`src/rtl/fpu_addsub_pipe_if.sv`:
```
// Operand/result handshake bundle for fpu_addsub_pipe.
// The unit takes the slave side and the operand source takes the master side.
interface fpu_addsub_pipe_if #(
    parameter int EXP_W = 6,
    parameter int MAN_W = 25
);
    localparam int W = 1 + EXP_W + MAN_W;

    logic         in_valid;
    logic         in_ready;
    logic [W-1:0] op_A_in;
    logic [W-1:0] op_B_in;
    logic         op_sub;
    logic         out_valid;
    logic         out_ready;
    logic [W-1:0] data_out;
    logic [3:0]   status_out;

    modport master (
        output in_valid, op_A_in, op_B_in, op_sub, out_ready,
        input  in_ready, out_valid, data_out, status_out
    );

    modport slave (
        input  in_valid, op_A_in, op_B_in, op_sub, out_ready,
        output in_ready, out_valid, data_out, status_out
    );
endinterface

```
`src/rtl/fpu_addsub_pipe.sv`:
```
// Fixed-latency {sign, exp, mantissa} add/subtract with round-to-nearest-even and one-hot status.
// Define FPU_SUB_EN to honour op_sub; without it the unit only adds.
//
// state | meaning
// IDLE  | in_ready high, waiting for operands
// ALIGN | swap so the larger exponent leads, shift the smaller mantissa, detect zero operands
// OPER  | add or subtract aligned magnitudes
// NORM  | carry shift-right or leading-zero shift-left
// ROUND | round-to-nearest-even on G/R/S
// DONE  | first cycle builds result and status, then holds until out_ready
module fpu_addsub_pipe #(
    parameter int EXP_W = 6,
    parameter int MAN_W = 25
) (
    input  logic              clock100KHz,
    input  logic              reset,
    fpu_addsub_pipe_if.slave  bus
);
    localparam int W   = 1 + EXP_W + MAN_W;
    localparam int DW  = MAN_W + 4;
    localparam int EW  = EXP_W + 2;
    localparam int LZW = $clog2(DW + 1);

    localparam logic signed [EW-1:0] EXP_ZERO = '0;
    localparam logic signed [EW-1:0] EXP_ONE  = EW'(1);
    localparam logic signed [EW-1:0] EXP_MAX  = EW'((1 << EXP_W) - 1);

`ifdef FPU_SUB_EN
    localparam logic SUB_EN = 1'b1;
`else
    localparam logic SUB_EN = 1'b0;
`endif

    localparam logic [3:0] ST_EXACT   = 4'b0001;
    localparam logic [3:0] ST_INEXACT = 4'b0010;
    localparam logic [3:0] ST_OVF     = 4'b0100;
    localparam logic [3:0] ST_UNF     = 4'b1000;

    typedef enum logic [2:0] {IDLE, ALIGN, OPER, NORM, ROUND, DONE} state_t;

    state_t                 state_q, state_d;
    logic [W-1:0]           a_q, a_d, b_q, b_d;
    logic                   sub_q, sub_d;
    logic                   in_ready_q, in_ready_d;
    logic                   out_valid_q, out_valid_d;
    logic [W-1:0]           data_q, data_d;
    logic [3:0]             status_q, status_d;
    logic                   byp_q, byp_d;
    logic [W-1:0]           byp_word_q, byp_word_d;
    logic                   sa_q, sa_d, sb_q, sb_d;
    logic [DW-1:0]          ma_q, ma_d, mb_q, mb_d;
    logic                   sign_q, sign_d;
    logic signed [EW-1:0]   exp_q, exp_d;
    logic [DW:0]            mag_q, mag_d;
    logic [MAN_W-1:0]       rm_q, rm_d;
    logic                   inexact_q, inexact_d;
    logic                   zero_q, zero_d;

    logic                   eff_sb;
    logic [EXP_W-1:0]       exp_a, exp_b, exp_big, exp_sml, diff;
    logic [MAN_W-1:0]       man_big, man_sml;
    logic                   s_big, s_sml, swap;
    logic [DW-1:0]          ext, shifted;
    logic [LZW-1:0]         lz;
    logic                   g, r, s, inc;
    logic [MAN_W+1:0]       rsum;

    function automatic logic [LZW-1:0] lzc_f(input logic [DW-1:0] v);
        lzc_f = LZW'(DW);
        for (int i = 0; i < DW; i++) begin
            if (v[i]) lzc_f = LZW'(DW - 1 - i);
        end
    endfunction

    always_comb begin
        state_d     = state_q;
        a_d         = a_q;
        b_d         = b_q;
        sub_d       = sub_q;
        in_ready_d  = in_ready_q;
        out_valid_d = out_valid_q;
        data_d      = data_q;
        status_d    = status_q;
        byp_d       = byp_q;
        byp_word_d  = byp_word_q;
        sa_d        = sa_q;
        sb_d        = sb_q;
        ma_d        = ma_q;
        mb_d        = mb_q;
        sign_d      = sign_q;
        exp_d       = exp_q;
        mag_d       = mag_q;
        rm_d        = rm_q;
        inexact_d   = inexact_q;
        zero_d      = zero_q;

        eff_sb  = b_q[W-1] ^ (sub_q & SUB_EN);
        exp_a   = a_q[W-2:MAN_W];
        exp_b   = b_q[W-2:MAN_W];
        swap    = exp_b > exp_a;
        exp_big = swap ? exp_b : exp_a;
        exp_sml = swap ? exp_a : exp_b;
        man_big = swap ? b_q[MAN_W-1:0] : a_q[MAN_W-1:0];
        man_sml = swap ? a_q[MAN_W-1:0] : b_q[MAN_W-1:0];
        s_big   = swap ? eff_sb : a_q[W-1];
        s_sml   = swap ? a_q[W-1] : eff_sb;
        diff    = exp_big - exp_sml;
        ext     = {1'b1, man_sml, 3'b000};
        shifted = '0;
        lz      = lzc_f(mag_q[DW-1:0]);
        g       = mag_q[2];
        r       = mag_q[1];
        s       = mag_q[0];
        inc     = g & (r | s | mag_q[3]);
        rsum    = {1'b0, mag_q[DW-1:3]} + (MAN_W+2)'(inc);

        case (state_q)
            IDLE: begin
                if (bus.in_valid && in_ready_q) begin
                    a_d        = bus.op_A_in;
                    b_d        = bus.op_B_in;
                    sub_d      = bus.op_sub;
                    in_ready_d = 1'b0;
                    state_d    = ALIGN;
                end
            end
            ALIGN: begin
                // Beyond G/R the smaller operand only contributes a sticky bit
                if (32'(diff) > 32'(MAN_W + 2)) begin
                    shifted[0] = 1'b1;
                end else begin
                    shifted    = ext >> diff;
                    shifted[0] = shifted[0] | (|(ext & ~({DW{1'b1}} << diff)));
                end
                ma_d  = {1'b1, man_big, 3'b000};
                mb_d  = shifted;
                sa_d  = s_big;
                sb_d  = s_sml;
                exp_d = $signed({2'b00, exp_big});
                byp_d = (exp_a == '0) || (exp_b == '0);
                if ((exp_a == '0) && (exp_b == '0)) byp_word_d = '0;
                else if (exp_b == '0)               byp_word_d = a_q;
                else                                byp_word_d = {eff_sb, b_q[W-2:0]};
                state_d = OPER;
            end
            OPER: begin
                if (sa_q == sb_q) begin
                    mag_d  = {1'b0, ma_q} + {1'b0, mb_q};
                    sign_d = sa_q;
                end else if (ma_q >= mb_q) begin
                    mag_d  = {1'b0, ma_q - mb_q};
                    sign_d = sa_q;
                end else begin
                    mag_d  = {1'b0, mb_q - ma_q};
                    sign_d = sb_q;
                end
                state_d = NORM;
            end
            NORM: begin
                zero_d = (mag_q == '0);
                if (mag_q[DW]) begin
                    mag_d = {2'b00, mag_q[DW:2], mag_q[1] | mag_q[0]};
                    exp_d = exp_q + EXP_ONE;
                end else begin
                    mag_d = {1'b0, mag_q[DW-1:0] << lz};
                    exp_d = exp_q - $signed({{(EW-LZW){1'b0}}, lz});
                end
                state_d = ROUND;
            end
            ROUND: begin
                if (rsum[MAN_W+1]) begin
                    rm_d  = rsum[MAN_W:1];
                    exp_d = exp_q + EXP_ONE;
                end else begin
                    rm_d  = rsum[MAN_W-1:0];
                end
                inexact_d = g | r | s;
                state_d   = DONE;
            end
            DONE: begin
                if (!out_valid_q) begin
                    out_valid_d = 1'b1;
                    if (byp_q) begin
                        data_d   = byp_word_q;
                        status_d = ST_EXACT;
                    end else if (zero_q) begin
                        data_d   = '0;
                        status_d = ST_EXACT;
                    end else if (exp_q >= EXP_MAX) begin
                        data_d   = '0;
                        status_d = ST_OVF;
                    end else if (exp_q <= EXP_ZERO) begin
                        data_d   = '0;
                        status_d = ST_UNF;
                    end else begin
                        data_d   = {sign_q, exp_q[EXP_W-1:0], rm_q};
                        status_d = inexact_q ? ST_INEXACT : ST_EXACT;
                    end
                end else if (bus.out_ready) begin
                    out_valid_d = 1'b0;
                    in_ready_d  = 1'b1;
                    state_d     = IDLE;
                end
            end
            default: begin
                state_d     = IDLE;
                in_ready_d  = 1'b1;
                out_valid_d = 1'b0;
            end
        endcase
    end

    always_ff @(posedge clock100KHz or negedge reset) begin
        if (!reset) begin
            state_q     <= IDLE;
            a_q         <= '0;
            b_q         <= '0;
            sub_q       <= 1'b0;
            in_ready_q  <= 1'b1;
            out_valid_q <= 1'b0;
            data_q      <= '0;
            status_q    <= '0;
            byp_q       <= 1'b0;
            byp_word_q  <= '0;
            sa_q        <= 1'b0;
            sb_q        <= 1'b0;
            ma_q        <= '0;
            mb_q        <= '0;
            sign_q      <= 1'b0;
            exp_q       <= '0;
            mag_q       <= '0;
            rm_q        <= '0;
            inexact_q   <= 1'b0;
            zero_q      <= 1'b0;
        end else begin
            state_q     <= state_d;
            a_q         <= a_d;
            b_q         <= b_d;
            sub_q       <= sub_d;
            in_ready_q  <= in_ready_d;
            out_valid_q <= out_valid_d;
            data_q      <= data_d;
            status_q    <= status_d;
            byp_q       <= byp_d;
            byp_word_q  <= byp_word_d;
            sa_q        <= sa_d;
            sb_q        <= sb_d;
            ma_q        <= ma_d;
            mb_q        <= mb_d;
            sign_q      <= sign_d;
            exp_q       <= exp_d;
            mag_q       <= mag_d;
            rm_q        <= rm_d;
            inexact_q   <= inexact_d;
            zero_q      <= zero_d;
        end
    end

    assign bus.in_ready   = in_ready_q;
    assign bus.out_valid  = out_valid_q;
    assign bus.data_out   = data_q;
    assign bus.status_out = status_q;

endmodule
```
`src/flat_wrapper.sv`:
```
// flat-port wrapper written by rule: the top's interface ports become plain ports
module fpu_addsub_pipe_flat 
#(
    parameter int EXP_W = 6,
    parameter int MAN_W = 25
)
  (clock100KHz, reset, bus_in_valid, bus_op_A_in, bus_op_B_in, bus_op_sub, bus_out_ready, bus_in_ready, bus_out_valid, bus_data_out, bus_status_out);
  fpu_addsub_pipe_if #(.EXP_W(EXP_W), .MAN_W(MAN_W)) bus_i ();
  input  logic clock100KHz;
  input  logic reset;
  input wire logic [$bits(bus_i.in_valid)-1:0] bus_in_valid;
  input wire logic [$bits(bus_i.op_A_in)-1:0] bus_op_A_in;
  input wire logic [$bits(bus_i.op_B_in)-1:0] bus_op_B_in;
  input wire logic [$bits(bus_i.op_sub)-1:0] bus_op_sub;
  input wire logic [$bits(bus_i.out_ready)-1:0] bus_out_ready;
  output wire logic [$bits(bus_i.in_ready)-1:0] bus_in_ready;
  output wire logic [$bits(bus_i.out_valid)-1:0] bus_out_valid;
  output wire logic [$bits(bus_i.data_out)-1:0] bus_data_out;
  output wire logic [$bits(bus_i.status_out)-1:0] bus_status_out;
  assign bus_i.in_valid = bus_in_valid;
  assign bus_i.op_A_in = bus_op_A_in;
  assign bus_i.op_B_in = bus_op_B_in;
  assign bus_i.op_sub = bus_op_sub;
  assign bus_i.out_ready = bus_out_ready;
  assign bus_in_ready = bus_i.in_ready;
  assign bus_out_valid = bus_i.out_valid;
  assign bus_data_out = bus_i.data_out;
  assign bus_status_out = bus_i.status_out;
  fpu_addsub_pipe #(.EXP_W(EXP_W), .MAN_W(MAN_W)) u_core (.clock100KHz(clock100KHz), .reset(reset), .bus(bus_i));
endmodule
```
`config.mk`:
```
export PLATFORM = sky130hd
export DESIGN_NAME = fpu_addsub_pipe_flat
export DESIGN_NICKNAME = d
export VERILOG_FILES = /design/src/rtl/fpu_addsub_pipe_if.sv /design/src/rtl/fpu_addsub_pipe.sv /design/src/flat_wrapper.sv
export SDC_FILE = /design/constraint.sdc
export NUM_CORES = 1
export LEC_CHECK = 0
export CORE_UTILIZATION = 50
export DETAILED_ROUTE_END_ITERATION = 8
export PLACE_DENSITY = 0.68
export SETUP_SLACK_MARGIN = 0.15
export SLEW_MARGIN = 40
export SYNTH_ARGS = -nofsm -noshare
export SYNTH_HDL_FRONTEND = slang
export SYNTH_SLANG_ARGS = --single-unit
```
`constraint.sdc`:
```
create_clock -name clock100KHz -period 9.7 [get_ports clock100KHz]
set_clock_uncertainty 0.1 [all_clocks]
set_input_delay 1.455 -clock clock100KHz [delete_from_list [all_inputs] [get_ports clock100KHz]]
set_output_delay 1.455 -clock clock100KHz [all_outputs]
set_load 0.02 [all_outputs]
```
**Yosys cells after proc, flatten, opt, wreduce, memory -nomap -nowiden**

Cells that the tools add are included.

- Bitwise operators: 10
- $add $sub $neg: 7
- Muxes and demuxes: 69
- Magnitude comparators: 5
- Equal/unequal tests: 10
- Reductions and logical operators: 17
- Shift operators: 3

Operators with widths:

| cell | number |
|---|---|
| $mux W32 | 6 |
| $mux W5 | 28 |
| $mux W25 | 3 |
| $pmux W30 S2 | 1 |
| $mux W29 | 2 |
| $sub A29 B29 Y29 | 2 |
| $add A29 B29 Y30 | 1 |
| $logic_not A30 Y1 | 1 |
| $mux W30 | 1 |
| $and A29 B29 Y29 | 1 |
| $ge A29 B29 Y1 | 1 |
| $not A29 Y29 | 1 |
| $reduce_or A29 Y1 | 1 |
| $shl A29 B5 Y29 | 1 |
| $shl A29 B6 Y29 const A | 1 |
| $shr A29 B6 Y29 | 1 |
| $mux W28 | 1 |
| $add A26 B1 Y27 | 1 |
| $pmux W8 S3 | 1 |
| $pmux W3 S6 | 1 |
| $mux W4 | 4 |
| $mux W8 | 2 |
| $logic_not A6 Y1 | 2 |
| $mux W6 | 2 |
| other kinds (31) | 55 |

- Word-level logic and storage cells: 140
- Register bits after elaboration: 261
- Input bits: 69
- Output and inout port bits: 38

**Logic depth before layout (Yosys ltp)**

Gate-level depths: netlist (run 1).

- Word-level depth: 32
- Gate-level depth with buffers: 19
- Gate-level depth less buffers: 16

**Least setup slack after synthesis (run 1)**

Ideal clock, no wire load.

- Kind: register to register
- From: reg u_core.a_q[26]
- To: reg u_core.mb_q[0]
- Setup slack: 5812 ps
- Arrival time: 3661 ps
- Cell stages (with the launch flop): 17
- Period minus slack after synthesis: 3888 ps
- Path buffers: 2
- Data required time: 9474 ps
- Path through: dfrtp_1 > inv_1 > ha_1 > nor2b_1 > o31ai_1 > a21oi_4 > mux2i_1 > inv_1 > ha_1 > or2_2 > o211ai_1 > clkbuf_1 > buf_2 > o22ai_1 > o22ai_1 > mux2i_1 > o32a_1

- Word-level cells in the longest chain between the ends: 9
- Elaborated cells on any way between the ends: 13
- Classes of those cells: add/sub (1); order compare (2); shift (2); mux (4); bitwise (3); reduce/logical (1)

Ends and longest elaborated chain:

| element | line | source |
|---|---|---|
| start, declared | fpu_addsub_pipe.sv:42 | `logic [W-1:0] a_q, a_d, b_q, b_d;` |
| start signal, assigned | fpu_addsub_pipe.sv:216 | `a_q <= '0;` |
| start signal, assigned | fpu_addsub_pipe.sv:237 | `a_q <= a_d;` |
| $gt A6 B6 Y1 | fpu_addsub_pipe.sv:100 | `swap = exp_b > exp_a;` |
| $mux W6 (on tied branches) | fpu_addsub_pipe.sv:101, fpu_addsub_pipe.sv:102 |  |
| $sub A6 B6 Y6 | fpu_addsub_pipe.sv:107 | `diff = exp_big - exp_sml;` |
| $shl A29 B6 Y29 | fpu_addsub_pipe.sv:133 | `shifted[0] = shifted[0] \| (\|(ext & ~({DW{1'b1}} << diff)));` |
| $not A29 Y29 | fpu_addsub_pipe.sv:133 |  |
| $and A29 B29 Y29 | fpu_addsub_pipe.sv:133 |  |
| $reduce_or A29 Y1 | fpu_addsub_pipe.sv:133 |  |
| $or A1 B1 Y1 | fpu_addsub_pipe.sv:133 |  |
| $mux W1 (*) | fpu_addsub_pipe.sv:129 | `if (32'(diff) > 32'(MAN_W + 2)) begin` |
| end signal, assigned | fpu_addsub_pipe.sv:249 | `mb_q <= mb_d;` |
| end, declared | fpu_addsub_pipe.sv:51 | `logic [DW-1:0] ma_q, ma_d, mb_q, mb_d;` |

Every way passes the cells marked *; elsewhere a longest branch is shown, timed or not.
A chain may end at the register's enable or synchronous reset.

**Final worst setup path (run 1)**

- From: reg u_core.b_q[25]
- To: reg u_core.mb_q[0]

- Word-level cells in the longest chain between the ends: 9
- Elaborated cells on any way between the ends: 13
- Classes of those cells: add/sub (1); order compare (2); shift (2); mux (4); bitwise (3); reduce/logical (1)

Ends and longest elaborated chain:

| element | line | source |
|---|---|---|
| start, declared | fpu_addsub_pipe.sv:42 |  |
| start signal, assigned | fpu_addsub_pipe.sv:217 | `b_q <= '0;` |
| start signal, assigned | fpu_addsub_pipe.sv:238 | `b_q <= b_d;` |
| $gt A6 B6 Y1 | fpu_addsub_pipe.sv:100 |  |
| $mux W6 (on tied branches) | fpu_addsub_pipe.sv:101, fpu_addsub_pipe.sv:102 |  |
| $sub A6 B6 Y6 | fpu_addsub_pipe.sv:107 |  |
| $shl A29 B6 Y29 | fpu_addsub_pipe.sv:133 |  |
| $not A29 Y29 | fpu_addsub_pipe.sv:133 |  |
| $and A29 B29 Y29 | fpu_addsub_pipe.sv:133 |  |
| $reduce_or A29 Y1 | fpu_addsub_pipe.sv:133 |  |
| $or A1 B1 Y1 | fpu_addsub_pipe.sv:133 |  |
| $mux W1 (*) | fpu_addsub_pipe.sv:129 |  |

Marks and branches as above.

==> impl_metrics.csv, run 1 <==
group,metric,value,unit
timing,fmax,0.198,GHz
timing,setup_viol,0,
yosys,synth_nets,2565,
critical_path,max_stage_delay,0.46,ns
detailed_routing,postRouteAntennaNets,0,
final_layout,antenna_cells,0,
cts,htreeDepth,1,
worst_hold_path,hp-start,"u_core.byp_word_q[27]",
detailed_routing,wl,69700,µm
timing,worst_slew_pin_slew,0.857,ns
yosys,syn_inst,2400,
global_route,grt_overflow_total,0,
critical_path,crit_required,10.07,ns
global_route,grt_max_degree,101,
floorplan,die-area,40800,µm²
yosys,synthFlopType,"dfrtp_1",
critical_path,cp.arrival,5.41,ns
global_route,grtUsageTotal,33.7,%
floorplan,dieWidth,202,µm
cts,cts_hold_buf,0,
global_route,grt_pass1_vias,17900,
cts,cts_resized,0,
yosys,syn_area,20000,µm²
placed_design,gp_congestion,0.979,
timing,timing.final.crit_share,51.9,%
critical_path,r2r_setup_slack,4.66,ns
yosys,synth_edf_count,0,
timing,min_period,5.04,ns
yosys,ys_seq_elements,261,
cts,clockBufferDepth,3,
cts,worstSkewPairLatency,0.59,ns
final_layout,drive_above_1_share,8.70,%
timing,fin_setup_tns,0,ns
critical_path,regToRegStartpoint,"u_core.b_q[25]",
outcome,outcome,"finished clean",
cts,cts_tree,"done",
critical_path,worstSetupStartpoint,"u_core.b_q[25]",
final_layout,nets,2566,
critical_path,cp-start-kind,"flip-flop",
yosys,yosysWarnings,0,
timing,slew_viol_final,0,
final_layout,area_growth_syn_to_layout,12.4,%
cts,cts_sinks,261,
detailed_routing,vias,18900,
detailed_routing,drc_errors,0,
flow_run,maxCapViolCount,0,
floorplan,initial_core_util,51.2,%
yosys,ys_seq_area_share,32.7,%
detailed_routing,viasPerCell,6.43,
cts,clkTransAtPathRegs,0.06,ns
detailed_routing,drt_iter0_drc,1805,
global_route,antenna_found_initial,0,
critical_path,criticalPathCategory,"flip-flop to flip-flop",
cts,cts-root-buf,"clkbuf_16",
placed_design,port_buffers,105,
timing,rsz0062_at_grt,"false",
worst_hold_path,hold_class,"flip-flop to flip-flop",
critical_path,cpMaxStageDelayCell,"nand2_2",
floorplan,io-pin-count,107,
detailed_routing,wl_per_cell,23.7,µm
floorplan,core_area,39000,µm²
placed_design,dp_hpwl,51900,µm
floorplan,rows,72,
global_route,grt_first_pass_wirelength,107000,µm
timing,maxSlewHeadroom,42.1,%
critical_path,cp_cell_sequence,"inv_1 > ha_1 > buf_4 > nand4_1 > o22ai_1 > a21oi_4 > buf_4 > buf_4 > mux2i_1 > o211ai_1 > nand2b_1 > nand2_2 > mux2i_1 > nor4b_1 > mux2i_1 > o32a_1",
floorplan,die_y,202,µm
yosys,synthArstFlopShare,100,%
critical_path,end_kind,"flip-flop",
yosys,avgSynthCellArea,8.33,µm²
critical_path,path_max_fanout,37,
detailed_routing,dr.pass1.iters,5,
cts,cts_setup_buffers,0,
timing,hold_violations,0,
yosys,yosys.cell_types.count,86,
cts,cts_buffers,29,
state kept, by name, summed over array words and instances (netlist names):
| register | cells |
|---|---|
| u_core.state_q | 3 |
| u_core.inexact_q | 1 |
| u_core.bus.in_ready | 1 |
| u_core.rm_q | 25 |
| u_core.bus.out_valid | 1 |
| u_core.exp_q | 8 |
| u_core.ma_q | 26 |
| u_core.b_q | 32 |
| u_core.mag_q | 30 |
| u_core.sa_q | 1 |
| u_core.byp_q | 1 |
| u_core.bus.status_out | 4 |
| u_core.zero_q | 1 |
| u_core.byp_word_q | 32 |
| u_core.sign_q | 1 |
| u_core.bus.data_out | 32 |
| u_core.a_q | 32 |
| u_core.mb_q | 29 |
| u_core.sb_q | 1 |
worst paths after layout:
path	end	cells after the start
worst max register to register	u_core.mb_q[0]	16
worst min-delay path	u_core.byp_word_q[27]	2
min in group asynchronous	u_core.ma_q[8]	1
worst min register to register	u_core.byp_word_q[27]	2
max in group asynchronous	u_core.bus.status_out[3]	4
worst max-delay path	u_core.mb_q[0]	16
Yosys cell counts (all sizes together), types with 17 or more instances:
library cell  count  share of area (%)
a211oi           28                1.1
a22oi            44                1.7
xnor2            37                1.6
o31ai            40                1.5
ha               93                5.8
nand2           242                4.5
nor2            210                4.0
a21oi           199                5.0
nand3            70                1.8
mux2i           156                7.8
xor2             17               0.75
o22ai            33                1.0
nand2b           28               0.88
nor3             56                1.4
a31oi            53                1.7
and3             19               0.59
mux2             77                4.3
a21o             18               0.68
inv             108                2.0
dfrtp           260                 33
buf              41                1.1
o21ai           158                4.0
clkbuf          133                2.5
cells in the final DEF, fill, tap and decap left out, types with 14 or more instances in the layout:
cell               n
mux2_2            77
clkdlybuf4s50_1  104
o22ai_1           33
o21a_1            14
nor2b_1           16
a21o_1            18
nor2_1           204
nand2b_1          28
nor4_1            14
clkbuf_16         29
ha_1              93
dfrtp_1          260
a31oi_1           53
nor3_1            52
and3_1            19
mux2i_1          156
xor2_1            16
a21oi_1          198
nand4_1           16
o211ai_1          15
nand3_1           69
and2_1            15
o31ai_1           39
buf_4             32
xnor2_1           35
a22oi_1           44
o21bai_1          15
a211oi_1          28
o21ai_0          153
inv_1            107
nand2_1          241
per-stage QoR:
step           setup slack [ns]  util [%]  instances  instance area [µm²]  hold WS (ns)
2_1_floorplan              5.81         -       2400                20000         0.340
4_1_cts                    4.40      57.4       2939                22400         0.381
5_1_grt                    4.32      57.6       2942                22500         0.423
3_3_place_gp               4.16      54.5       2882                21300         0.365
6_report                   4.66      57.6       2942                22500         0.382
3_5_place_dp               4.41      54.8       2885                21400         0.365
worst max-delay path: cells and delay by family (launching register included):
kind | cells | cell delay [ns]
compound gates | 4 | 0.82
fa+ha+maj | 1 | 0.29
buf+inv | 4 | 1.13
flops | 1 | 0.45
mux | 3 | 0.98
simple gates | 4 | 1.12
layout make-up:
cell class	instances	area, µm²
Clock buffer	41	851
Clock inverter	13	174
Fill cell	3524	16600
Inverter	109	409
Multi-Input combinational cell	1856	12400
Sequential cell	261	6530
Tap cell	518	648
Timing Repair Buffer	144	1440
cells by family after synthesis:
group / after synthesis / share of synthesized area (%)
AOI/OAI and AO/OA: 734 / 23.7
buffers and inverters: 283 / 5.67
adders and majority gates: 97 / 6.17
DFF: 261 / 32.7
xor gates and xnor gates: 54 / 2.37
and+or+nand+nor: 734 / 16.8
muxes: 237 / 12.6
metal layers:
metal | global-route usage [%] | routed length, µm | vias to the layer above | share of wire [%]
li1 | - | - | 8724 | -
met1 | 45.6 | 29500 | 9218 | 42
met2 | 53.5 | 31600 | 850 | 45
met3 | 6.42 | 5920 | 134 | 8.5
met4 | 12.6 | 2680 | 0 | 3.8
met5 | 0 | 0 | - | 0
Power of run 1 is left out: the tool's default activity adds up to more than one toggle a clock period on the data nets, which glitch-free logic cannot reach.
==> inputs of run 2 (changes only) <==
==> constraint.sdc (replaced) <==
create_clock -name clock100KHz -period 5 [get_ports clock100KHz]
set_clock_uncertainty 0.1 [all_clocks]
set_input_delay 0.75 -clock clock100KHz [delete_from_list [all_inputs] [get_ports clock100KHz]]
set_output_delay 0.75 -clock clock100KHz [all_outputs]
set_load 0.02 [all_outputs]
==> impl_metrics.csv, run 2 (same netlist as run 1, synthesis figures left out) <==
group,metric,value,unit
final_layout,final_core_util,58.1,%
critical_path,cp_cell_sequence,"inv_1 > ha_1 > fa_1 > nand3_1 > o2111ai_1 > or3_1 > o211a_1 > a221oi_4 > o21a_1 > o21ai_0 > a311oi_1 > o221ai_1 > xnor2_1 > a211oi_1",
worst_hold_path,hold_class,"flip-flop to flip-flop",
timing,maxSlewHeadroom,39.7,%
final_layout,multiInputGateArea,12400,µm²
worst_hold_path,hp-start,"u_core.byp_word_q[27]",
detailed_routing,wl_per_cell,24.0,µm
cts,clkTransAtPathRegs,0.06,ns
timing,slew_viol_final,0,
critical_path,timing.rr.end,"u_core.mag_q[10]",
global_route,grtUsageTotal,34.7,%
global_route,grt_max_degree,99,
cts,cts-root-buf,"clkbuf_16",
placed_design,dpl_worst_slack,0.355,ns
detailed_routing,wl_met3,5460,µm
timing,worst_slew_pin_slew,0.901,ns
final_layout,fillCellCount,3528,
global_route,antenna_found_initial,1,
floorplan,rows,72,
timing,setup_viol,0,
timing,fin_setup_tns,0,ns
global_route,grt_overflow_total,0,
timing,fin_ws,0.543,ns
detailed_routing,drt_iter0_drc,2242,
final_layout,ff_latch_area,6530,µm²
critical_path,cp.arrival,4.79,ns
floorplan,die_y,202,µm
critical_path,cpMaxStageDelayCell,"o21a_1",
detailed_routing,vias,19200,
critical_path,regToRegStartpoint,"u_core.mb_q[3]",
timing,fmax,0.224,GHz
detailed_routing,routed-wl-met2,32300,µm
critical_path,cp_top_family,"compound AO/OA/AOI/OAI gates",
final_layout,layout_common_cells,"dfrtp_1, nand2_1, nor2_1",
critical_path,path_buf_inv,1,
cts,cts_tree,"done",
worst_hold_path,min_to,"u_core.byp_word_q[27]",
final_layout,area_growth_syn_to_layout,13.5,%
final_layout,final_common_cell,"dfrtp_1",
critical_path,r2r_setup_slack,0.54,ns
placed_design,port_buffers,105,
detailed_routing,wl_met1,30500,µm
global_route,grt_pass1_vias,18200,
outcome,outcome,"finished clean",
critical_path,criticalPathCategory,"flip-flop to flip-flop",
timing,timing.final.crit_share,89.1,%
critical_path,crit_required,5.33,ns
floorplan,core_area,39000,µm²
floorplan,die-area,40800,µm²
detailed_routing,dr.pass1.iters,6,
critical_path,max_stage_delay,0.49,ns
critical_path,reg2reg_depth,14,
critical_path,cp-start-kind,"flip-flop",
global_route,grt_first_pass_wirelength,110000,µm
floorplan,dieWidth,202,µm
detailed_routing,wl,71500,µm
timing,hold_violations,0,
placed_design,dp_hpwl,53800,µm
cts,cts_resized,0,
critical_path,path_max_fanout,8,
cts,cts_buffers,30,
floorplan,initial_core_util,51.2,%
floorplan,io-pin-count,107,
cts,cts_sinks,261,
detailed_routing,postRouteAntennaNets,0,
timing,min_period,4.46,ns
cts,worstSkewPairLatency,0.57,ns
timing,rsz0062_at_grt,"false",
final_layout,drive_above_1_share,9.69,%
detailed_routing,top_layer_used,"met5",
placed_design,gp_congestion,0.986,
detailed_routing,drc_errors,0,
detailed_routing,viasPerCell,6.47,
cts,htreeDepth,1,
cts,clockBufferDepth,3,
flow_run,maxCapViolCount,0,
worst_hold_path,hold_path_depth,2,
final_layout,nets,2596,
critical_path,end_kind,"flip-flop",
## run 2: cell types whose count changed in the layout (fill, tap and decap cells not counted), sizes merged
cell / previous run / this run
buf: 40 / 68
clkbuf: 41 / 45
bufinv: 3 / 2
clkinv: 7 / 6
clkinvlp: 0 / 1
diode: 0 / 1
dlygate4sd3: 0 / 1
inv: 112 / 111
## run 2: worst max path at each step
stage | depth (start not counted) | startpoint | slack [ns] | to
floorplan | 16 | u_core.a_q[26] | 1.11 | u_core.mb_q[0]
global placement | 17 | u_core.a_q[26] | 0.46 | u_core.mb_q[0]
detailed placement | 17 | u_core.a_q[26] | 0.36 | u_core.mb_q[0]
CTS | 17 | u_core.a_q[26] | 0.34 | u_core.mb_q[0]
global route | 18 | u_core.a_q[26] | 0.30 | u_core.mb_q[0]
finish | 14 | u_core.mb_q[3] | 0.54 | u_core.mag_q[10]
## run 2: layout make-up
| type | instances | share of cell area [%] |
|---|---|---|
| clock inverter | 11 | 0.541 |
| sequential | 261 | 28.8 |
| multi-input combinational | 1856 | 54.7 |
| timing repair buffer | 173 | 7.23 |
| tap | 518 | 2.86 |
| antenna | 1 | 0.0110 |
| inverter | 109 | 1.80 |
| clock buffer | 45 | 4.05 |
## run 2: tightest hold or removal path: cells and delay by family (launching register included)
family	cells	cell delay (ns)
simple gates	2	0.09
flops	1	0.35
## run 2: metal layers
metal  track usage [%]  vias up
met5                 0        -
met2              54.4      961
li1                  -     8796
met1              48.2     9274
met4              14.5        2
met3              4.53      201
## run 2: metrics by stage
stage,std cells,hold WS (ns),area (µm²)
2_1_floorplan,2400,0.340,20000
3_3_place_gp,2911,0.357,21500
3_5_place_dp,2914,0.358,21600
4_1_cts,2971,0.373,22600
5_1_grt,2973,0.401,22700
6_report,2974,0.371,22700
## run 2: timing repair
action / 4_1_cts / 5_1_grt
buffers inserted: 0 / 2
hold buffers: 1 / 0
endpoints found under the hold margin: 36 / 0
setup endpoints to repair: 0 / 1
Power of run 2 is left out for the same reason.
==> inputs of run 3 (changes only) <==
--- a/config.mk
+++ b/config.mk
@@ -5,9 +5,9 @@
 export SDC_FILE = /design/constraint.sdc
 export NUM_CORES = 1
 export LEC_CHECK = 0
-export CORE_UTILIZATION = 50
+export CORE_UTILIZATION = 62
 export DETAILED_ROUTE_END_ITERATION = 8
-export PLACE_DENSITY = 0.68
+export PLACE_DENSITY = 0.82
 export SETUP_SLACK_MARGIN = 0.15
 export SLEW_MARGIN = 40
 export SYNTH_ARGS = -nofsm -noshare
==> impl_metrics.csv, run 3 (same netlist as run 1, synthesis figures left out) <==
group,metric,value,unit
outcome,outcome,"finished clean",
critical_path,reg2reg_depth,16,
floorplan,initial_core_util,63.2,%
cts,cts_tree,"done",
timing,setup_viol,0,
floorplan,io-pin-count,107,
flow_run,maxCapViolCount,0,
timing,slew_viol_final,0,
global_route,grtUsageTotal,41.9,%
placed_design,port_buffers,105,
critical_path,max_stage_delay,0.42,ns
worst_hold_path,hold_class,"input port to asynchronous set/reset pin",
floorplan,dieWidth,182,µm
critical_path,cp_cell_sequence,"inv_1 > ha_1 > nor2b_1 > o31ai_1 > a21oi_4 > mux2i_1 > inv_1 > ha_1 > or2_2 > o211ai_1 > buf_4 > mux2i_1 > mux2i_1 > nor4b_1 > mux2i_1 > o32a_1",
critical_path,cp_top_family,"compound AO/OA/AOI/OAI gates",
detailed_routing,wl,70100,µm
detailed_routing,drt_iter0_drc,2534,
critical_path,timing.rr.end,"u_core.mb_q[0]",
timing,timing.final.crit_share,91.4,%
detailed_routing,wl_per_cell,24.6,µm
cts,clockBufferDepth,3,
timing,maxSlewHeadroom,44.0,%
critical_path,cp-start-kind,"flip-flop",
floorplan,rows,65,
final_layout,design_area,22500,µm²
final_layout,drive_above_1_share,9.58,%
critical_path,cp.arrival,4.91,ns
cts,cts_sinks,261,
placed_design,gp_congestion,1.03,
critical_path,regToRegStartpoint,"u_core.a_q[26]",
critical_path,cpMaxStageDelayCell,"dfrtp_1",
critical_path,crit_required,5.34,ns
floorplan,core_area,31600,µm²
critical_path,cpMostUsedCell,"mux2i_1",
critical_path,r2r_setup_slack,0.43,ns
final_layout,final_common_cell,"dfrtp_1",
timing,holdWs,0.00570,ns
critical_path,end_kind,"flip-flop",
global_route,grt_pass1_vias,18600,
global_route,grt_overflow_total,0,
timing,min_period,4.57,ns
final_layout,layout_common_cells,"dfrtp_1, nand2_1, nor2_1",
timing,fmax,0.219,GHz
critical_path,criticalPathCategory,"flip-flop to flip-flop",
cts,cts-root-buf,"clkbuf_16",
detailed_routing,viasPerCell,6.91,
cts,cts_setup_buffers,0,
global_route,grt_first_pass_wirelength,108000,µm
cts,cts_buffers,29,
placed_design,dp_hpwl,51200,µm
cts,cts_hold_buf,0,
detailed_routing,dr.pass1.iters,8,
timing,fin_setup_tns,0,ns
global_route,antenna_found_initial,2,
timing,worst_slew_pin_slew,0.837,ns
timing,hold_violations,0,
final_layout,fillCellCount,2418,
floorplan,die_y,182,µm
placed_design,dpl-instance-area,21400,µm²
final_layout,nets,2596,
detailed_routing,drc_errors,0,
final_layout,multiInputGateArea,12400,µm²
critical_path,path_max_fanout,17,
global_route,grt_max_degree,114,
final_layout,area_growth_syn_to_layout,12.5,%
detailed_routing,postRouteAntennaNets,0,
final_layout,ff_latch_area,6530,µm²
timing,rsz0062_at_grt,"false",
critical_path,path_buf_inv,3,
detailed_routing,vias,19700,
cts,worstSkewPairLatency,0.57,ns
floorplan,die-area,32900,µm²
cts,clkTransAtPathRegs,0.06,ns
cts,htreeDepth,1,
## run 3: area by class of cell
| cell class | instances | share of cell area, % |
|---|---|---|
| Sequential cell | 261 | 29.0 |
| Clock inverter | 17 | 1.15 |
| Tap cell | 402 | 2.24 |
| Timing Repair Buffer | 174 | 7.22 |
| Inverter | 109 | 1.82 |
| Antenna cell | 1 | 0.0111 |
| Multi-Input combinational cell | 1856 | 55.1 |
| Clock buffer | 36 | 3.39 |
## run 3: metrics by stage
stage,utilization (%),setup slack (ns),cells
after floorplan,-,1.11,2400
after global placement,67.6,0.557,2799
after detailed placement,67.7,0.421,2799
after CTS,70.9,0.374,2852
after global routing,71.1,0.182,2855
final,71.1,0.429,2856
## run 3: layer usage
metal / vias to the layer above / wire [µm] / track usage, %
li1: 8784 / - / -
met1: 9449 / 27100 / 55.1
met2: 1223 / 32200 / 68.0
met3: 264 / 7020 / 7.28
met4: 2 / 3750 / 18.2
met5: - / 13 / 0
## run 3: worst max path at each step
stage,startpoint,endpoint,cells after the start
floorplan,u_core.a_q[26],u_core.mb_q[0],16
global placement,u_core.b_q[28],u_core.mb_q[12],13
detailed placement,u_core.b_q[28],u_core.mb_q[0],14
CTS,u_core.b_q[28],u_core.mb_q[0],14
global route,u_core.a_q[26],u_core.mb_q[0],16
finish,u_core.a_q[26],u_core.mb_q[0],16
## run 3: timing repair
action                                 CTS  global route
endpoints found under the hold margin    0             0
resized for setup                        0             2
setup endpoints to repair                0             3
Power of run 3 is left out for the same reason.
